$ cat src/rtl/fetch_sequencer_if.sv
// Fetch-side bus bundle: instruction-memory request/response channel plus the
// decoded-instruction output buffer handshake.
//
// Handshake rules:
//   imem request : the address is accepted in a cycle where imem_req_o and imem_gnt_i
//                  are both high; exactly one imem_rvalid_i pulse follows, at least one
//                  cycle later.
//   inst output  : the instruction moves to decode in a cycle where inst_valid_o and
//                  inst_ready_i are both high; inst_o/inst_pc_o hold while valid & !ready.
interface fetch_sequencer_if #(
    parameter int AW = 8,
    parameter int DW = 16
);
    logic          imem_req_o;
    logic [AW-1:0] imem_addr_o;
    logic          imem_gnt_i;
    logic          imem_rvalid_i;
    logic [DW-1:0] imem_rdata_i;
    logic          inst_valid_o;
    logic [DW-1:0] inst_o;
    logic [AW-1:0] inst_pc_o;
    logic          inst_ready_i;

    modport master (
        output imem_req_o,
        output imem_addr_o,
        input  imem_gnt_i,
        input  imem_rvalid_i,
        input  imem_rdata_i,
        output inst_valid_o,
        output inst_o,
        output inst_pc_o,
        input  inst_ready_i
    );

    modport slave (
        input  imem_req_o,
        input  imem_addr_o,
        output imem_gnt_i,
        output imem_rvalid_i,
        output imem_rdata_i,
        input  inst_valid_o,
        input  inst_o,
        input  inst_pc_o,
        output inst_ready_i
    );
endinterface

$ cat src/rtl/fetch_sequencer.sv
// Instruction fetch sequencer: owns the fetch PC, keeps one imem request in flight,
// buffers one instruction for decode and applies start/branch redirects with squash.
module fetch_sequencer #(
    parameter int AW = 8,
    parameter int DW = 16
) (
    input  logic                  clk,
    input  logic                  rst_n,
    input  logic                  start_i,
    input  logic [AW-1:0]         start_address_i,
    input  logic                  branch_i,
    input  logic [AW-1:0]         branchloc_i,
    output logic                  busy_o,
    output logic [1:0]            dbg_state_o,
    fetch_sequencer_if.master     bus
);

    typedef enum logic [1:0] {
        ST_IDLE = 2'd0,
        ST_REQ  = 2'd1,
        ST_WAIT = 2'd2
    } state_t;

    state_t        r_state;
    state_t        w_state_nxt;
    logic [AW-1:0] r_pc;
    logic [AW-1:0] w_pc_nxt;
    logic [AW-1:0] r_base_pc;
    logic [AW-1:0] w_base_pc_nxt;
    logic          r_squash;
    logic          w_squash_nxt;
    logic          r_inst_valid;
    logic          w_inst_valid_nxt;
    logic [DW-1:0] r_inst;
    logic [DW-1:0] w_inst_nxt;
    logic [AW-1:0] r_inst_pc;
    logic [AW-1:0] w_inst_pc_nxt;

    logic          w_hs;
    logic          w_req;
    logic          w_gnt;
    logic          w_branch;
    logic          w_redirect;
    logic [AW-1:0] w_base_eff;
    logic [AW-1:0] w_redirect_pc;

    assign w_hs       = r_inst_valid & bus.inst_ready_i;
    // A new fetch may only launch when the buffer will be free to take its result.
    assign w_req      = (r_state == ST_REQ) & (~r_inst_valid | bus.inst_ready_i);
    assign w_gnt      = w_req & bus.imem_gnt_i;
    assign w_branch   = branch_i & (r_state != ST_IDLE);
    assign w_redirect = start_i | w_branch;
    // Branch base must see an instruction handed to decode in this same cycle.
    assign w_base_eff    = w_hs ? r_inst_pc : r_base_pc;
    assign w_redirect_pc = start_i ? start_address_i : (w_base_eff + branchloc_i);

    always_ff @(posedge clk or negedge rst_n) begin
        if (!rst_n) begin
            r_state      <= ST_IDLE;
            r_pc         <= '0;
            r_base_pc    <= '0;
            r_squash     <= 1'b0;
            r_inst_valid <= 1'b0;
            r_inst       <= '0;
            r_inst_pc    <= '0;
        end else begin
            r_state      <= w_state_nxt;
            r_pc         <= w_pc_nxt;
            r_base_pc    <= w_base_pc_nxt;
            r_squash     <= w_squash_nxt;
            r_inst_valid <= w_inst_valid_nxt;
            r_inst       <= w_inst_nxt;
            r_inst_pc    <= w_inst_pc_nxt;
        end
    end

    always_comb begin
        w_state_nxt      = r_state;
        w_pc_nxt         = r_pc;
        w_base_pc_nxt    = w_base_eff;
        w_squash_nxt     = r_squash;
        w_inst_valid_nxt = r_inst_valid & ~w_hs;
        w_inst_nxt       = r_inst;
        w_inst_pc_nxt    = r_inst_pc;

        case (r_state)
            ST_IDLE: begin
                if (start_i) begin
                    w_pc_nxt         = start_address_i;
                    w_inst_valid_nxt = 1'b0;
                    w_state_nxt      = ST_REQ;
                end
            end

            ST_REQ: begin
                if (w_gnt) begin
                    w_state_nxt = ST_WAIT;
                end
                if (w_redirect) begin
                    w_pc_nxt         = w_redirect_pc;
                    w_inst_valid_nxt = 1'b0;
                    // The request just granted fetches the old PC; its response is stale.
                    if (w_gnt) begin
                        w_squash_nxt = 1'b1;
                    end
                end
            end

            ST_WAIT: begin
                if (bus.imem_rvalid_i) begin
                    w_state_nxt  = ST_REQ;
                    w_squash_nxt = 1'b0;
                    if (w_redirect) begin
                        w_pc_nxt         = w_redirect_pc;
                        w_inst_valid_nxt = 1'b0;
                    end else if (!r_squash) begin
                        w_inst_nxt       = bus.imem_rdata_i;
                        w_inst_pc_nxt    = r_pc;
                        w_inst_valid_nxt = 1'b1;
                        w_pc_nxt         = r_pc + AW'(1);
                    end
                end else if (w_redirect) begin
                    w_pc_nxt         = w_redirect_pc;
                    w_inst_valid_nxt = 1'b0;
                    w_squash_nxt     = 1'b1;
                end
            end

            default: begin
                w_state_nxt = ST_IDLE;
            end
        endcase
    end

    assign bus.imem_req_o   = w_req;
    assign bus.imem_addr_o  = r_pc;
    assign bus.inst_valid_o = r_inst_valid;
    assign bus.inst_o       = r_inst;
    assign bus.inst_pc_o    = r_inst_pc;
    assign busy_o           = (r_state != ST_IDLE);
    assign dbg_state_o      = r_state;

endmodule

$ cat src/flat_wrapper.sv
// flat-port wrapper written by rule: the top's interface ports become plain ports
module fetch_sequencer_flat 
#(
    parameter int AW = 8,
    parameter int DW = 16
)
  (clk, rst_n, start_i, start_address_i, branch_i, branchloc_i, busy_o, dbg_state_o, bus_imem_req_o, bus_imem_addr_o, bus_imem_gnt_i, bus_imem_rvalid_i, bus_imem_rdata_i, bus_inst_valid_o, bus_inst_o, bus_inst_pc_o, bus_inst_ready_i);
  fetch_sequencer_if #(.AW(AW), .DW(DW)) bus_i ();
  input  logic clk;
  input  logic rst_n;
  input  logic start_i;
  input  logic [AW-1:0] start_address_i;
  input  logic branch_i;
  input  logic [AW-1:0] branchloc_i;
  output logic busy_o;
  output logic [1:0] dbg_state_o;
  output wire logic [$bits(bus_i.imem_req_o)-1:0] bus_imem_req_o;
  output wire logic [$bits(bus_i.imem_addr_o)-1:0] bus_imem_addr_o;
  input wire logic [$bits(bus_i.imem_gnt_i)-1:0] bus_imem_gnt_i;
  input wire logic [$bits(bus_i.imem_rvalid_i)-1:0] bus_imem_rvalid_i;
  input wire logic [$bits(bus_i.imem_rdata_i)-1:0] bus_imem_rdata_i;
  output wire logic [$bits(bus_i.inst_valid_o)-1:0] bus_inst_valid_o;
  output wire logic [$bits(bus_i.inst_o)-1:0] bus_inst_o;
  output wire logic [$bits(bus_i.inst_pc_o)-1:0] bus_inst_pc_o;
  input wire logic [$bits(bus_i.inst_ready_i)-1:0] bus_inst_ready_i;
  assign bus_imem_req_o = bus_i.imem_req_o;
  assign bus_imem_addr_o = bus_i.imem_addr_o;
  assign bus_i.imem_gnt_i = bus_imem_gnt_i;
  assign bus_i.imem_rvalid_i = bus_imem_rvalid_i;
  assign bus_i.imem_rdata_i = bus_imem_rdata_i;
  assign bus_inst_valid_o = bus_i.inst_valid_o;
  assign bus_inst_o = bus_i.inst_o;
  assign bus_inst_pc_o = bus_i.inst_pc_o;
  assign bus_i.inst_ready_i = bus_inst_ready_i;
  fetch_sequencer #(.AW(AW), .DW(DW)) u_core (.clk(clk), .rst_n(rst_n), .start_i(start_i), .start_address_i(start_address_i), .branch_i(branch_i), .branchloc_i(branchloc_i), .busy_o(busy_o), .dbg_state_o(dbg_state_o), .bus(bus_i));
endmodule
$ cat config.mk
export PLATFORM = sky130hd
export DESIGN_NAME = fetch_sequencer_flat
export DESIGN_NICKNAME = d
export VERILOG_FILES = /design/src/rtl/fetch_sequencer_if.sv /design/src/rtl/fetch_sequencer.sv /design/src/flat_wrapper.sv
export SDC_FILE = /design/constraint.sdc
export NUM_CORES = 1
export LEC_CHECK = 0
export ABC_AREA = 1
export ABC_CLOCK_PERIOD_IN_PS = 3350
export BUFFER_PORTS_ARGS = -buffer_cell sky130_fd_sc_hd__buf_2
export CAP_MARGIN = 20
export CORE_AREA = 2 2 80 82
export CTS_CLUSTER_SIZE = 16
export DETAILED_ROUTE_END_ITERATION = 12
export DIE_AREA = 0 0 82 84
export PLACE_DENSITY = 0.71
export SETUP_SLACK_MARGIN = 0.02
export SYNTH_ARGS = -nofsm -noshare
export SYNTH_HDL_FRONTEND = slang
export SYNTH_SLANG_ARGS = --single-unit
export TNS_END_PERCENT = 20
$ cat constraint.sdc
create_clock -name clk -period 3.35 [get_ports clk]
set_clock_uncertainty 0.15 [all_clocks]
set_input_delay 0.335 -clock clk [delete_from_list [all_inputs] [get_ports clk]]
set_output_delay 0.335 -clock clk [all_outputs]
set_load 0.005 [all_outputs]
==> metrics.cfg <==
[logic_synthesis]
synth.area.top_cells=dfrtp_1 41%, nand2_1 13%, o21ai_0 6.4%, ha_1 6.1%, mux2_1 5.9%
synth_common_cells=89 x nand2_1, 44 x dfrtp_1, 37 x inv_1, 34 x o21ai_0, 22 x nor2_1
syn-num-nets=379
synth.most_common_cell=nand2_1
synth_area_sq_mm=0.00266
synth-seq-cells=44
synth-main-ff-cell=dfrtp_1
synth-edff-count=0
synth.avg_cell_area_sq_um=8.15
synth_warnings=0
synth_seq_area_share=0.414
async_flop_share=1.00
synthDistinctLibCells=34
synth_top_cell_area_share=0.414
yosys.area.top_type=dfrtp_1
syn_inst=326

[finish]
antenna_cells=0
synthToLayoutAreaGrowth_pct=21.4
finalNetCount=457
drive_gt1_frac=0.252
multiInputGateArea_sq_mm=0.00135
regArea_sq_mm=0.00110
fillerInstances=597

[pwr]
sequentialPowerShare=0.345
p_sw_frac=0.437
combPwrFrac=0.505
irDropWorstVdd_mv=0.313
p_leak_nw=1.77
p_int_mw=1.59
p_per_area_mw_per_mm2=872
p_sw_mw=1.23
p_clk_frac=0.150

[worst_setup_path]
startpoint=u_core.bus.inst_valid_o$_DFF_PN0_
crit_path_start_kind=flip-flop
rr_startpoint=u_core.bus.inst_valid_o$_DFF_PN0_
cp.required_ns=3.44
r2r_slack_ns=0.85
slowest_stage=dfrtp_1
arrival_ns=2.59
cp_max_fo=15
worstSetupPathType=flip-flop to flip-flop
crit_path_end_kind=flip-flop
r2r-end=u_core.bus.imem_addr_o[4]$_DFFE_PN0P_
critPathMaxStageDelay_ns=0.38
reg2regPathDepth=12
crit_buf_inv=1
crit_chain=nand2_1 -> o21ai_0 -> ha_1 -> inv_1 -> fa_1 -> nor2_1 -> nor2_1 -> o21ai_0 -> a21oi_1 -> o21ai_0 -> nand2_1 -> nand2_1
cpLargestDelayFamily=compound AO/OA/AOI/OAI gates

[global_route]
first_global_vias=2265
grt_pass1_wl_mm=10.6
grt_usage=0.198
grt_max_degree=45
grt_overflow_total=0
grt_antenna_before_repair=0

[worst_hold_path]
worstHoldPathCells=2
min_to=u_core.bus.inst_o[2]$_DFFE_PN0P_
hp-start=bus_imem_rdata_i[2]
holdCritPathClass=input port to flip-flop

[die]
coreArea_sq_mm=0.00610
start_util=0.436
ioPinCount=76
fp.dieW_microns=82
die-area_sq_mm=0.00689
row_count=29
die_h_microns=84

[timing]
period_minus_slack_ns=2.50
slew_violations=0
relSlewSlack=0.673
rsz0062_at_grt=false
period_share=0.745
tns_ns=0
fmaxAchievable_mhz=401
finalWorstSetupSlack_ns=0.855
worst-slew-pin-transition_ns=0.490
setup_viol=0
hold_viol=0

[status]
status=finished clean

[clock_network]
root_buffer=clkbuf_8
cts_tree=done
clk-insertion-delay-late_ns=0.30
cts_resized=0
clk_pin_slew_ns=0.09
cts_sinks=44
numCtsBuffers=5
ctsLongestPathBuffers=2
cts_setup_buffers=0
htree_levels=2

[detailed_routing]
wl_per_cell_microns=13.6
drtIter0Drc=129
route.antenna.remaining_nets=0
drcViolationCount=0
firstDrtPassIters=5
vias_per_cell=4.99
routed_wl_mm=6.55
vias=2403

[placed_design]
pre_cts_ws_ns=0.817
place.gp.congestion=0.905
dp_hpwl_mm=4.96
portBuffers=75

[run]
drv_cap=0

-- sequential cells by signal, indices dropped and copies added, names as in the netlist --
name and flops:
u_core.r_base_pc 8, u_core.bus.inst_pc_o 8, u_core.r_squash 1, u_core.bus.inst_valid_o 1
u_core.bus.imem_addr_o 8, u_core.bus.inst_o 16, u_core.dbg_state_o 2
-- placed cells by master (no fill, tap or decap), drive strengths merged --
cell type / Yosys / final
mux2: 16 / 16
ha: 13 / 13
fa: 1 / 1
nor2: 25 / 25
xor2: 2 / 2
buf: 4 / 76
dlygate4sd3: 0 / 1
nand3b: 1 / 1
inv: 41 / 42
nand3: 17 / 17
o21ai: 40 / 40
o31ai: 1 / 1
or2: 1 / 1
clkinvlp: 0 / 1
a21oi: 16 / 16
o2111ai: 1 / 1
dfrtp: 44 / 44
nand4: 5 / 5
o211ai: 2 / 2
bufinv: 0 / 1
nor3: 1 / 1
nand2: 92 / 92
xnor2: 1 / 1
clkbuf: 2 / 5
-- worst reg2reg max path, delay by kind of cell, from the launching register on --
family,cells,cell delay (ns)
adders and majority gates,2,0.59
and+or+nand+nor,5,0.57
AOI/OAI and AO/OA,4,0.68
DFF,1,0.38
buffers and inverters,1,0.06
-- what timing repair did --
item / CTS / global route
endpoints found under the setup margin: 0 / 0
endpoints found under the hold margin: 0 / 13
hold buffers: 0 / 1
-- stage by stage --
stage / instance area (sq um) / instances / power [mW] / hold WS [ns] / utilization
after floorplan: 2660 / 326 / 1.90 / -0.111 / -
after detailed placement: 3080 / 472 / 2.39 / 0.322 / 0.506
after CTS: 3200 / 480 / 2.82 / 0.0887 / 0.524
after global routing: 3230 / 482 / 3.09 / 0.0794 / 0.529
after global placement: 3080 / 472 / 2.35 / 0.312 / 0.506
final: 3230 / 482 / 2.81 / 0.0974 / 0.529
-- routing by layer --
layer	routed length [microns]	part of all wire	vias up	track usage
li1	-	-	1213	-
met1	2930	0.45	1114	0.264
met2	3220	0.49	72	0.319
met3	348	0.053	4	0.0465
met4	55	0.0084	0	0.0545
met5	0	0	-	0
-- cells by family (layout without fill, tap and decap cells) --
logic type                 Yosys count  in the layout  share of synthesized area
muxes                               16             16                     0.0678
AOI/OAI and AO/OA                   60             60                      0.128
and+or+nand+nor                    142            142                      0.235
DFF                                 44             44                      0.414
adders and majority gates           14             14                     0.0687
xor gates and xnor gates             3              3                    0.00989
buffers and inverters               47            126                     0.0767
-- how the worst max path moves through the flow --
stage | end | slack (ns) | depth (start not counted)
floorplan | u_core.bus.imem_addr_o[6]$_DFFE_PN0P_ | 1.07 | 14
global placement | u_core.bus.imem_addr_o[6]$_DFFE_PN0P_ | 0.87 | 14
detailed placement | u_core.bus.imem_addr_o[6]$_DFFE_PN0P_ | 0.82 | 14
CTS | u_core.bus.imem_addr_o[6]$_DFFE_PN0P_ | 0.86 | 13
global route | u_core.bus.imem_addr_o[4]$_DFFE_PN0P_ | 0.56 | 12
finish | u_core.bus.imem_addr_o[4]$_DFFE_PN0P_ | 0.85 | 12
-- power groups by stage --
stage / Combinational (mW) / Sequential, mW / Clock (mW)
final: 1.42 / 0.971 / 0.423
after global routing: 1.62 / 1.01 / 0.455
after CTS: 1.42 / 0.973 / 0.428
after detailed placement: 1.41 / 0.985 / 0
after global placement: 1.38 / 0.974 / 0
after floorplan: 0.939 / 0.959 / 0
-- layout make-up --
cell class | count | area share
Clock buffer | 5 | 0.0213
Clock inverter | 3 | 0.0143
Inverter | 41 | 0.0485
Multi-Input combinational cell | 235 | 0.419
Sequential cell | 44 | 0.341
Tap cell | 77 | 0.0299
Timing Repair Buffer | 77 | 0.126
Power figures use the tool's default switching activity.
